==> src/rtl/VX_rop_pkg.sv <==
// Shared ROP types and default timing for the blend datapath and its arbiter.
package VX_rop_pkg;

  localparam int unsigned ROP_BLEND_LATENCY   = 3;
  localparam int unsigned ROP_BLEND_ARB_DEPTH = 5;

  typedef struct packed {
    logic [7:0] a;
    logic [7:0] b;
    logic [7:0] g;
    logic [7:0] r;
  } rgba_t;

endpackage

==> src/rtl/VX_fifo_queue.sv <==
// Generic register-based FIFO; head entry is presented directly from storage.
module VX_fifo_queue #(
  parameter int unsigned DATAW = 32,
  parameter int unsigned DEPTH = 4
) (
  input  logic             clk,
  input  logic             reset,
  input  logic             push,
  input  logic             pop,
  input  logic [DATAW-1:0] data_in,
  output logic [DATAW-1:0] data_out,
  output logic             empty
);

  localparam int unsigned PTRW = (DEPTH > 1) ? $clog2(DEPTH) : 1;
  localparam int unsigned CNTW = $clog2(DEPTH + 1);

  logic [DATAW-1:0] mem [DEPTH];
  logic [PTRW-1:0]  rd_ptr;
  logic [PTRW-1:0]  wr_ptr;
  logic [CNTW-1:0]  count;

  function automatic logic [PTRW-1:0] ptr_inc(input logic [PTRW-1:0] p);
    return (p == PTRW'(DEPTH - 1)) ? '0 : p + PTRW'(1);
  endfunction

  // Storage write; occupancy is bounded by the caller so no full check.
  always_ff @(posedge clk) begin
    if (push) begin
      mem[wr_ptr] <= data_in;
    end
  end

  // Read/write pointers and occupancy.
  always_ff @(posedge clk or posedge reset) begin
    if (reset) begin
      rd_ptr <= '0;
      wr_ptr <= '0;
      count  <= '0;
    end else begin
      if (push) begin
        wr_ptr <= ptr_inc(wr_ptr);
      end
      if (pop) begin
        rd_ptr <= ptr_inc(rd_ptr);
      end
      case ({push, pop})
        2'b10:   count <= count + CNTW'(1);
        2'b01:   count <= count - CNTW'(1);
        default: count <= count;
      endcase
    end
  end

  assign data_out = mem[rd_ptr];
  assign empty    = (count == '0);

endmodule

==> src/rtl/rop_blend_arb.sv <==
// Round-robin, credit-protected sharing of one fixed-latency blend pipe
// between NUM_REQS requesters, with index tracking and a response FIFO.
module rop_blend_arb
  import VX_rop_pkg::*;
#(
  parameter int unsigned NUM_REQS = 4,
  parameter int unsigned LATENCY  = ROP_BLEND_LATENCY,
  parameter int unsigned DEPTH    = ROP_BLEND_ARB_DEPTH,
  localparam int unsigned IDXW    = (NUM_REQS > 1) ? $clog2(NUM_REQS) : 1
) (
  input  logic                   clk,
  input  logic                   reset,
  input  logic [NUM_REQS-1:0]    req_valid,
  input  logic [NUM_REQS*32-1:0] req_src,
  input  logic [NUM_REQS*32-1:0] req_dst,
  output logic [NUM_REQS-1:0]    req_ready,
  output logic                   blend_valid,
  output logic [31:0]            blend_src,
  output logic [31:0]            blend_dst,
  input  logic                   blend_result_valid,
  input  logic [31:0]            blend_result,
  output logic                   rsp_valid,
  output logic [IDXW-1:0]        rsp_idx,
  output logic [31:0]            rsp_color,
  input  logic                   rsp_ready,
  output logic                   busy,
  output logic                   err
);

  localparam int unsigned CNTW  = $clog2(DEPTH + 1);
  localparam int unsigned DATAW = IDXW + 32;

  rgba_t [NUM_REQS-1:0] src_arr;
  rgba_t [NUM_REQS-1:0] dst_arr;

  logic [CNTW-1:0]             cnt;
  logic [IDXW-1:0]             ptr;
  logic [IDXW-1:0]             grant_idx;
  logic [IDXW-1:0]             cand;
  logic                        grant_found;
  logic                        credit_ok;
  logic                        issue;
  logic                        rsp_fire;
  logic                        fifo_empty;
  logic [DATAW-1:0]            fifo_out;
  logic [LATENCY-1:0]          tag_valid;
  logic [LATENCY-1:0][IDXW-1:0] tag_idx;

  assign src_arr = req_src;
  assign dst_arr = req_dst;

  // Scan from ptr+1 with wrap and pick the first valid requester.
  always_comb begin
    grant_idx   = ptr;
    grant_found = 1'b0;
    cand        = '0;
    for (int unsigned k = 1; k <= NUM_REQS; k++) begin
      cand = IDXW'((32'(ptr) + k) % NUM_REQS);
      if (!grant_found && req_valid[cand]) begin
        grant_found = 1'b1;
        grant_idx   = cand;
      end
    end
  end

  // Issue gating by available credit, and the granted operand mux.
  always_comb begin
    credit_ok   = (cnt < CNTW'(DEPTH));
    issue       = credit_ok & (|req_valid);
    blend_valid = issue;
    req_ready   = '0;
    if (credit_ok && grant_found) begin
      req_ready = NUM_REQS'(1) << grant_idx;
    end
    blend_src = src_arr[grant_idx];
    blend_dst = dst_arr[grant_idx];
  end

  assign rsp_fire = rsp_valid & rsp_ready;

  // Credits cover every request from issue until its response is popped.
  always_ff @(posedge clk or posedge reset) begin
    if (reset) begin
      cnt <= '0;
    end else begin
      case ({issue, rsp_fire})
        2'b10:   cnt <= cnt + CNTW'(1);
        2'b01:   cnt <= cnt - CNTW'(1);
        default: cnt <= cnt;
      endcase
    end
  end

  // Round-robin pointer remembers the last granted requester.
  always_ff @(posedge clk or posedge reset) begin
    if (reset) begin
      ptr <= IDXW'(NUM_REQS - 1);
    end else if (issue) begin
      ptr <= grant_idx;
    end
  end

  // Tag pipe mirrors the blend pipe so each result knows its owner.
  always_ff @(posedge clk or posedge reset) begin
    if (reset) begin
      tag_valid <= '0;
      tag_idx   <= '0;
    end else begin
      tag_valid[0] <= issue;
      tag_idx[0]   <= grant_idx;
      for (int unsigned i = 1; i < LATENCY; i++) begin
        tag_valid[i] <= tag_valid[i-1];
        tag_idx[i]   <= tag_idx[i-1];
      end
    end
  end

  // Sticky flag for a result strobe that disagrees with the tracked tag.
  always_ff @(posedge clk or posedge reset) begin
    if (reset) begin
      err <= 1'b0;
    end else if (blend_result_valid != tag_valid[LATENCY-1]) begin
      err <= 1'b1;
    end
  end

  VX_fifo_queue #(
    .DATAW (DATAW),
    .DEPTH (DEPTH)
  ) rsp_fifo (
    .clk      (clk),
    .reset    (reset),
    .push     (blend_result_valid),
    .pop      (rsp_fire),
    .data_in  ({tag_idx[LATENCY-1], blend_result}),
    .data_out (fifo_out),
    .empty    (fifo_empty)
  );

  assign rsp_valid = ~fifo_empty;
  assign rsp_idx   = fifo_out[DATAW-1:32];
  assign rsp_color = fifo_out[31:0];
  assign busy      = (cnt != '0);

endmodule

==> config.mk <==
export PLATFORM = sky130hd
export DESIGN_NAME = rop_blend_arb
export DESIGN_NICKNAME = d
export VERILOG_FILES = /design/src/rtl/VX_rop_pkg.sv /design/src/rtl/VX_fifo_queue.sv /design/src/rtl/rop_blend_arb.sv
export SDC_FILE = /design/constraint.sdc
export NUM_CORES = 1
export LEC_CHECK = 0
export BUFFER_PORTS_ARGS = -buffer_cell sky130_fd_sc_hd__buf_2
export CAP_MARGIN = 20
export CORE_AREA = 2 2 155 157
export CTS_CLUSTER_SIZE = 20
export DETAILED_ROUTE_END_ITERATION = 16
export DIE_AREA = 0 0 157 159
export PLACE_DENSITY = 0.7
export SYNTH_ARGS = -nofsm -noshare
export SYNTH_HDL_FRONTEND = slang
export SYNTH_HIERARCHICAL = 1
export SYNTH_SLANG_ARGS = --single-unit
==> constraint.sdc <==
create_clock -name clk -period 6.1 [get_ports clk]
set_input_delay 0.915 -clock clk [delete_from_list [all_inputs] [get_ports clk]]
set_output_delay 0.915 -clock clk [all_outputs]
set_load 0.01 [all_outputs]
==> results.ini <==
[run_status]
status=finished clean

[power]
p_leak_uw=0.00522
ir_worst_vdd_uv=259
power_frac_seq_pct=30.1
power_density_mw_per_mm2=502
p_comb_share_pct=51.9
p_total_uw=6270
power.internal_uw=3530
power_switching_uw=2740
swShare_pct=43.7
clkPwrFrac_pct=18.0

[floorplan]
start_util_pct=41.8
die_y_um=159
ioPinCount=402
fp-row-count=56
coreArea_mm2=0.0232
die_area_mm2=0.0250
die_w_um=157

[critical_path]
startpoint_type=input pin
crit_path_frequent_cell=buf_2
max_stage_delay_ps=550
path_depth=9
cp_data_required_time_ps=5180
regToRegSetupSlack_ps=3780
worstSetupEndpointType=output pin
rr_endpoint=tag_idx[0]
arrival_ps=3270
path_delay_family=buffers and inverters
worstPathMaxFanout=84
crit_buf_inv=4
slowest_stage=clkinv_2
path_class=in2out
worstPathCellList=buf_2, and2_1, o21ai_1, and3_4, clkinv_2, buf_12, nand2_1, a32oi_1, buf_2
r2r_cells=5
rr_startpoint=ptr[0]

[sta]
finalSetupViolations=0
setup_tns_ps=0
fin_crit_ps=4190
tightest_slew_ps=980
period_share_pct=68.7
fin_skew_ps=12.5
maxSlewHeadroom_pct=33.9
finalMaxSlewViolations=0
finalHoldViolations=0
rsz0062_at_grt=false
fmax_mhz=239

[cts]
cts-htree-levels=4
cts.repair.resized=0
path_clk_slew_ps=70
cts_root_buf=clkbuf_16
post-cts-setup-buffer-count=0
cts_max_path_buffers=2
cts_tree=yes
cts_buffers=17
holdBufCountCts=0
worstSkewPairLatency_ps=420
cts_sinks=194

[grt]
grt-ovfl-total=0
grt_pass1_vias=7961
grt_usage_pct=28.3
grt_max_degree=85
antenna_found_initial=10
grt_first_pass_wirelength_mm=51.8

[drt]
drt-vias-per-instance=5.41
routed-via-count=8335
ant_nets=0
drt_wl_total_mm=35.8
drc_errors=0
drt_iter0_drc=581
dr.pass1.iters=7
wl_per_cell_um=23.2

[placed_design]
dpl_cell_area_mm2=0.0119
place_congestion=1.03
dp_hpwl_mm=27.0
placed_cells=1504
io_buffer_count=401

[finish]
stdcell_count=1541
area_growth_syn_to_layout_pct=28.8
fin_area_mm2=0.0125
drive_above_1_share_pct=40.6
final_core_util_pct=53.9
finalNetCount=1508

[logic_synthesis]
ys_ff_latch=194
yosys.cell_types.count=40
synthCells=838
seq_area_frac_synth_pct=58.8
avgSynthCellArea_um2=11.6
yosysWarnings=6
syn-cell-area_mm2=0.00970
synth_fp_nets=1142

[worst_hold_path]
min-delay-start=tag_idx[3]
holdPathStages=0
hp-class=reg2reg
min_to=tag_idx[5]

[run]
drv_cap=0

flip-flops by register name, summed over array words and instances, names as in the netlist:
| name | cells |
|---|---|
| rsp_fifo/rd_ptr | 3 |
| tag_idx | 6 |
| rsp_fifo/mem | 170 |
| err | 1 |
| tag_valid | 3 |
| ptr | 2 |
| rsp_fifo/count | 3 |
| rsp_fifo/wr_ptr | 3 |
| cnt | 3 |
layout by cell type, fill, tap and decap left out, types with 3 or more instances in the layout:
master / count
a21oi_1: 65
ha_1: 6
a221oi_1: 3
nor3_1: 5
buf_4: 11
mux2i_1: 36
nor2b_1: 33
nand2_1: 202
clkbuf_16: 17
dfrtp_1: 20
buf_2: 401
nand3_1: 3
a221oi_2: 31
o21ai_0: 8
nor2_1: 3
nor2_4: 3
edfxtp_1: 170
a211oi_1: 34
xnor2_1: 4
clkinv_4: 3
xor2_1: 3
inv_1: 46
inv_6: 3
a32oi_1: 64
clkinv_8: 3
and2b_1: 4
o21ai_1: 5
diode_2: 5
layer usage:
layer	track usage (%)	up-vias	wire length, µm
li1	-	3843	-
met1	38.2	4042	15000
met2	47.5	398	17700
met3	5.58	48	2430
met4	6.26	4	593
met5	0	-	27
stage by stage:
stage	hold slack, ps	setup slack, ps
6_report	347	1910
5_1_grt	357	1810
4_1_cts	352	1920
3_5_place_dp	339	1920
3_3_place_gp	331	1890
2_1_floorplan	331	2090
how the worst max path moves through the flow:
| stage | from | to | slack [ps] |
|---|---|---|---|
| after floorplan | blend_result_valid | rsp_fifo/mem[4][0] | 2090 |
| after global placement | req_valid[1] | blend_src[17] | 1890 |
| after detailed placement | req_valid[1] | blend_src[17] | 1920 |
| after CTS | req_valid[1] | blend_src[17] | 1920 |
| after global routing | req_valid[2] | blend_src[15] | 1810 |
| final | req_valid[1] | blend_src[17] | 1910 |
Yosys cell counts (all sizes together):
cell	n	share of area, %
a211o	1	0.090
a211oi	34	2.6
a21oi	65	3.4
a221oi	34	5.1
a22o	1	0.090
a32oi	64	5.8
and2	1	0.065
and2b	4	0.31
and3	1	0.065
buf	52	3.6
clkbuf	14	0.54
clkinv	1	0.052
dfrtp	22	5.7
dfstp	2	0.54
edfxtp	170	53
fa	2	0.41
ha	6	0.77
inv	48	1.9
mux2	1	0.12
mux2i	36	3.7
nand2	202	7.8
nand2b	3	0.19
nand3	3	0.15
nor2	6	0.23
nor2b	33	2.1
nor3	7	0.36
nor3b	1	0.077
o21ai	13	0.67
o41ai	1	0.17
or2	2	0.13
or3	1	0.065
xnor2	4	0.36
xor2	3	0.27
kinds of logic after synthesis:
logic type,count (synthesis),synth area share (%)
xor gates and xnor gates,7,0.632
and+or+nand+nor,264,11.6
muxes,37,3.83
buffers and inverters,115,6.07
DFF,194,58.8
adders and majority gates,8,1.19
AOI/OAI and AO/OA,213,17.8
power by group through the flow:
stage | registers, µW | logic [µW] | clock network, µW
6_report | 1890 | 3260 | 1130
5_1_grt | 1910 | 3530 | 1200
4_1_cts | 1880 | 3270 | 1150
3_5_place_dp | 1910 | 3250 | 0
3_3_place_gp | 1900 | 3240 | 0
2_1_floorplan | 1830 | 2200 | 0
final cells by class:
class,count,area (µm²)
Multi-Input combinational cell,529,3460
Sequential cell,194,5710
Inverter,49,185
Antenna cell,5,12.5
Clock inverter,15,196
Clock buffer,17,425
Fill cell,2067,10700
Tap cell,319,399
Timing Repair Buffer,413,2110
(Power assumes the default switching activity.)
